**config.mk**
```make
export PLATFORM = sky130hd
export DESIGN_NAME = fetch_queue_unit
export DESIGN_NICKNAME = d
export VERILOG_FILES = /design/src/rtl/fetch_queue_unit.sv
export SDC_FILE = /design/constraint.sdc
export NUM_CORES = 1
export LEC_CHECK = 0
export BUFFER_PORTS_ARGS = -buffer_cell sky130_fd_sc_hd__buf_2
export CELL_PAD_IN_SITES_DETAIL_PLACEMENT = 1
export CELL_PAD_IN_SITES_GLOBAL_PLACEMENT = 1
export CORE_UTILIZATION = 43
export DETAILED_ROUTE_END_ITERATION = 7
export PLACE_DENSITY = 0.8
export SYNTH_ARGS = -nofsm -noshare
export SYNTH_HDL_FRONTEND = slang
export SYNTH_SLANG_ARGS = --single-unit
```
**constraint.sdc**
```tcl
create_clock -name clk -period 4.9 [get_ports clk]
set_clock_uncertainty 0.15 [all_clocks]
set_input_delay 0.98 -clock clk [delete_from_list [all_inputs] [get_ports clk]]
set_output_delay 0.98 -clock clk [all_outputs]
set_load 0.02 [all_outputs]
```
**src/rtl/fetch_queue_unit.sv**
```systemverilog
// fetch_queue_unit
//   Instruction-fetch front end sitting directly upstream of the IF/ID register.
//   It owns the fetch PC and issues in-order requests to an instruction memory
//   that uses a req/gnt/rvalid handshake and has variable latency. Returned
//   instructions are buffered in a small FIFO, and the head entry is presented
//   to decode. A redirect restarts fetch at a new PC. Any response still in
//   flight at that point is discarded when it arrives.
//
// Ports
//   clk, reset_n              system clock (rising edge), async active-low reset
//   imem_req / imem_addr      request valid and word-aligned fetch address
//   imem_gnt                  request accepted this cycle
//   imem_rvalid / imem_rdata  in-order response valid and instruction data
//   redirect / redirect_pc    one-cycle pulse restarting fetch at redirect_pc
//   stallD                    decode stalled; head is not consumed
//   InstrF / PCPlus4F         head instruction and its address + 4 (0 when empty)
//   validF                    FIFO non-empty
module fetch_queue_unit #(
    parameter logic [31:0] RESET_PC = 32'h0000_0000,
    parameter int          QDEPTH   = 2,
    parameter int          MAX_OUT  = 2
) (
    input  logic        clk,
    input  logic        reset_n,
    output logic        imem_req,
    output logic [31:0] imem_addr,
    input  logic        imem_gnt,
    input  logic        imem_rvalid,
    input  logic [31:0] imem_rdata,
    input  logic        redirect,
    input  logic [31:0] redirect_pc,
    input  logic        stallD,
    output logic [31:0] InstrF,
    output logic [31:0] PCPlus4F,
    output logic        validF
);
    localparam int          PW        = $clog2(QDEPTH);
    localparam int          CW        = $clog2(QDEPTH + 1);
    localparam int          OW        = $clog2(MAX_OUT + 1);
    localparam int          SW        = (MAX_OUT > 1) ? $clog2(MAX_OUT) : 1;
    localparam logic [31:0] QDEPTH_U  = 32'(QDEPTH);
    localparam logic [31:0] MAX_OUT_U = 32'(MAX_OUT);

    logic [31:0]   r_fpc;
    logic          r_run;
    logic [OW-1:0] r_out_cnt;
    logic [OW-1:0] r_drop_cnt;
    logic [31:0]   r_q_instr [QDEPTH];
    logic [31:0]   r_q_pc4   [QDEPTH];
    logic [PW-1:0] r_wr_ptr;
    logic [PW-1:0] r_rd_ptr;
    logic [CW-1:0] r_count;
    logic [31:0]   r_sh_addr [MAX_OUT];
    logic [SW-1:0] r_sh_wr;
    logic [SW-1:0] r_sh_rd;

    logic        w_hs;
    logic        w_rsp;
    logic        w_drop;
    logic        w_push;
    logic        w_pop;
    logic [31:0] w_credit;

    function automatic logic [SW-1:0] sh_inc(input logic [SW-1:0] p);
        return (p == SW'(MAX_OUT - 1)) ? '0 : p + SW'(1);
    endfunction

    // FIFO slots already spoken for: held entries plus live (non-dropped) requests.
    assign w_credit  = 32'(r_count) + 32'(r_out_cnt) - 32'(r_drop_cnt);

    // r_run holds off the first request until the first edge after reset release.
    assign imem_req  = r_run & ~redirect & (32'(r_out_cnt) < MAX_OUT_U) & (w_credit < QDEPTH_U);
    assign imem_addr = r_fpc;

    assign w_hs   = imem_req & imem_gnt;
    // A response with nothing outstanding is a protocol error and is ignored.
    assign w_rsp  = imem_rvalid & (r_out_cnt != '0);
    // A response arriving in the redirect cycle is stale as well.
    assign w_drop = redirect | (r_drop_cnt != '0);
    assign w_push = w_rsp & ~w_drop;

    assign validF   = (r_count != '0);
    assign w_pop    = validF & ~stallD & ~redirect;
    assign InstrF   = validF ? r_q_instr[r_rd_ptr] : 32'h0;
    assign PCPlus4F = validF ? r_q_pc4[r_rd_ptr]   : 32'h0;

    always_ff @(posedge clk or negedge reset_n) begin
        if (!reset_n) begin
            r_run      <= 1'b0;
            r_fpc      <= {RESET_PC[31:2], 2'b00};
            r_out_cnt  <= '0;
            r_drop_cnt <= '0;
            r_wr_ptr   <= '0;
            r_rd_ptr   <= '0;
            r_count    <= '0;
            r_sh_wr    <= '0;
            r_sh_rd    <= '0;
        end else begin
            r_run     <= 1'b1;
            r_out_cnt <= r_out_cnt + OW'(w_hs) - OW'(w_rsp);
            if (redirect) begin
                // Every request still outstanding after this cycle is stale.
                r_fpc      <= {redirect_pc[31:2], 2'b00};
                r_drop_cnt <= r_out_cnt - OW'(w_rsp);
                r_wr_ptr   <= '0;
                r_rd_ptr   <= '0;
                r_count    <= '0;
            end else begin
                if (w_hs)
                    r_fpc <= r_fpc + 32'd4;
                if (w_rsp && (r_drop_cnt != '0))
                    r_drop_cnt <= r_drop_cnt - OW'(1);
                if (w_push)
                    r_wr_ptr <= r_wr_ptr + PW'(1);
                if (w_pop)
                    r_rd_ptr <= r_rd_ptr + PW'(1);
                r_count <= r_count + CW'(w_push) - CW'(w_pop);
            end
            // The address shadow tracks every request, dropped or not, so it stays aligned.
            if (w_hs)
                r_sh_wr <= sh_inc(r_sh_wr);
            if (w_rsp)
                r_sh_rd <= sh_inc(r_sh_rd);
        end
    end

    always_ff @(posedge clk) begin
        if (w_push) begin
            r_q_instr[r_wr_ptr] <= imem_rdata;
            r_q_pc4[r_wr_ptr]   <= r_sh_addr[r_sh_rd] + 32'd4;
        end
        if (w_hs)
            r_sh_addr[r_sh_wr] <= r_fpc;
    end

    a_rvalid_protocol: assert property (@(posedge clk) disable iff (!reset_n)
        !(imem_rvalid && (r_out_cnt == '0)));

    a_fifo_overflow: assert property (@(posedge clk) disable iff (!reset_n)
        !(w_push && !w_pop && (r_count == CW'(QDEPTH))));

endmodule

```
==> qor.csv <==
stage;metric;value;unit
run_status;outcome;completed;
cts;tritoncts;built;
routing;vias;6646;
routing;postRouteAntennaNets;0;
synth;synthXorXnorAreaFrac;0.0519;
cts;clk_pin_slew;60;ps
routing;avgRoutedWirePerCell;18.0;um
grt;overflow;0;
synth;synth_cells;764;
placed_design;placed_cells;1215;
setup_path;crit_top_cell;fa_1;
sta;grt_setup_unrepaired;no;
cts;post_cts_buffers;0;
placed_design;dpl_cell_area;0.0113;mm2
floorplanning;floorplan.initialDensity;0.443;
floorplanning;die_y;155;um
routing;drt_pass1_iterations;4;
grt;antenna_found_initial;0;
synth;yosysSeqAreaShare;0.647;
synth;synthTopCellsByCount;edfxtp_1 (184), mux2i_1 (90), nor2_1 (84), nand2_1 (42), dfrtp_1 (41);
synth;synth_enable_flop_cells;184;
synth;synth_mux_area_frac;0.0912;
cts;cts_buffers;24;
routing;vias_per_cell;5.28;
setup_path;worst_ep_required_time;3770;ps
setup_path;crit_type;register to output port;
sta;post-route-period-util;0.900;
setup_path;endpoint_kind;output port;
sta;tightest_slew;858;ps
floorplanning;coreArea;0.0228;mm2
final_layout;finalNetCount;1010;
sta;setup_viol;0;
routing;wl;22600;um
worst_hold_path;hold_class;input port to async pin;
synth;synthFlopType;edfxtp_1;
routing;drt_iter0_drc;329;
cts;root_buffer;clkbuf_16;
setup_path;crit_path_cell_trace;fa_1 > fa_1 > or4b_1 > a211oi_2 > buf_4 > buf_2;
cts;htreeDepth;1;
flow_run;maxCapViolCount;0;
synth;synth_warnings;0;
final_layout;stdcell_count;1258;
routing;drc;0;
sta;slew_headroom;0.428;
final_layout;drive_above_1_share;0.236;
sta;final.setup.tns;0;ps
setup_path;cp_max_fo;19;
power;total_power;5.22;mW
floorplanning;fp.dieW;155;um
cts;clock_tree.buffer_depth;3;
power;leakagePower;4.51;nW
synth;synth_fa_ha_area_frac;0.0163;
cts;insertion_delay;500;ps
synth;synth_top_family_by_area;simple AND/OR/NAND/NOR gates;
sta;slew_violations;0;
final_layout;final_design_area_no_fill;0.0120;mm2
grt;track_usage;0.188;
grt;grt_pass1_vias;6833;
setup_path;max_stage_delay;550;ps
floorplanning;row_count;55;
synth;synth_most_common_cell;edfxtp_1;
setup_path;worstPathArrival;3280;ps
final_layout;n_fill_cell;2398;
grt;grt_pass1_wl;35800;um
power;ir_worst_vdd;0.000247;V
synth;yosysTopAreaCell;edfxtp_1;
synth;synth_async_sr_flop_share;0.182;
final_layout;antenna_cells;0;
synth;synthSimpleGateAreaFrac;0.124;
sta;min_period;4410;ps
cts;clock-sinks;225;
placed_design;gp_congestion;0.724;
final_layout;syn2layout_area_growth;19.0;%
synth;synth.avg_cell_area;13.3;um2
synth;synth.top_cell.area_share;0.546;
synth;netlist_area;0.0101;mm2
grt;grt_max_degree;67;
setup_path;cp-start-kind;register;
synth;synth_compound_area_frac;0.0433;
synth;ys_ff_latch;225;
setup_path;path_delay_family;adder cells;
placed_design;io_buffers;161;
cts;post_cts_resize_count;0;
synth;post_synth_main_area_contributors;edfxtp_1 (55%), dfrtp_1 (10%), mux2i_1 (8.9%);
floorplanning;ios;168;
setup_path;cpMaxStageDelayCell;fa_1;
floorplanning;die-area;0.0242;mm2
sta;fmax;0.227;GHz
placed_design;dp_hpwl;15800;um
setup_path;crit_buf_inv;2;
sta;hold_violations;0;
power;powerDensity;434;mW/mm2
cts;ctsHoldBuffers;0;
synth;synth_cell_types;58;
[final cells by class]
type                       count  area, um2  share of cell area
clock buffer                  34        711              0.0590
clock inverter                 9       38.8             0.00322
inverter                      18       70.1             0.00582
multi-input combinational    483       3350               0.278
sequential                   225       6560               0.544
tap                          313        392              0.0325
timing repair buffer         176        931              0.0773
[power by group]
group	total, mW	internal (mW)	switching (mW)
registers	2.43	2.26	0.168
logic	1.11	0.438	0.670
clock network	1.69	1.00	0.688
total	5.22	3.70	1.53
[metal layers]
layer / part of all wire / up-vias / GRT usage
met5: 0 / - / 0
met4: 0.013 / 0 / 0.0439
met3: 0.057 / 21 / 0.0295
met2: 0.47 / 180 / 0.317
met1: 0.46 / 3289 / 0.255
li1: - / 3156 / -
[flip-flops by register name, summed over array words and instances, names as in the netlist]
| name | count |
|---|---|
| r_sh_rd | 1 |
| r_run | 1 |
| r_q_instr | 64 |
| r_sh_wr | 1 |
| r_q_pc4 | 60 |
| r_wr_ptr | 1 |
| r_count | 2 |
| r_sh_addr | 60 |
| r_drop_cnt | 2 |
| r_out_cnt | 2 |
| imem_addr | 30 |
| r_rd_ptr | 1 |
[final timing paths]
check                           cells past startpoint             to  slack [ps]          from
worst max-delay path                                6       imem_req         490  r_out_cnt[1]
min in group clk                                    1        r_sh_wr         410       r_sh_wr
max in group asynchronous                           2       r_rd_ptr        3540       reset_n
worst min register to register                      1        r_sh_wr         410       r_sh_wr
worst min-delay path                                1  imem_addr[28]         320       reset_n
worst max register to register                     11   r_out_cnt[1]        1130  r_out_cnt[1]
[metrics by stage]
stage	setup slack (ps)	util	hold slack [ps]
2_1_floorplan	231	-	310
3_3_place_gp	1020	0.495	344
3_5_place_dp	988	0.495	390
4_1_cts	427	0.527	320
5_1_grt	343	0.527	354
6_report	488	0.527	322
[cells by family after synthesis]
group,count (synthesis)
AOI/OAI and AO/OA,66
xor gates and xnor gates,60
adders and majority gates,12
buffers and inverters,59
DFF,225
muxes,92
other,2
and+or+nand+nor,248
[cell usage in the layout (no fill, tap or decap), types with 16 or more instances in the layout]
master and instances:
xor2_1 37, mux2i_1 90, nand4_1 28, nor2_1 80
nand2_1 42, xnor2_1 23, edfxtp_1 184, o21ai_0 21
nand3_1 32, inv_1 16, clkbuf_16 26, buf_2 161
dfrtp_1 39
No activity file was read; power rests on OpenSTA's default activity.
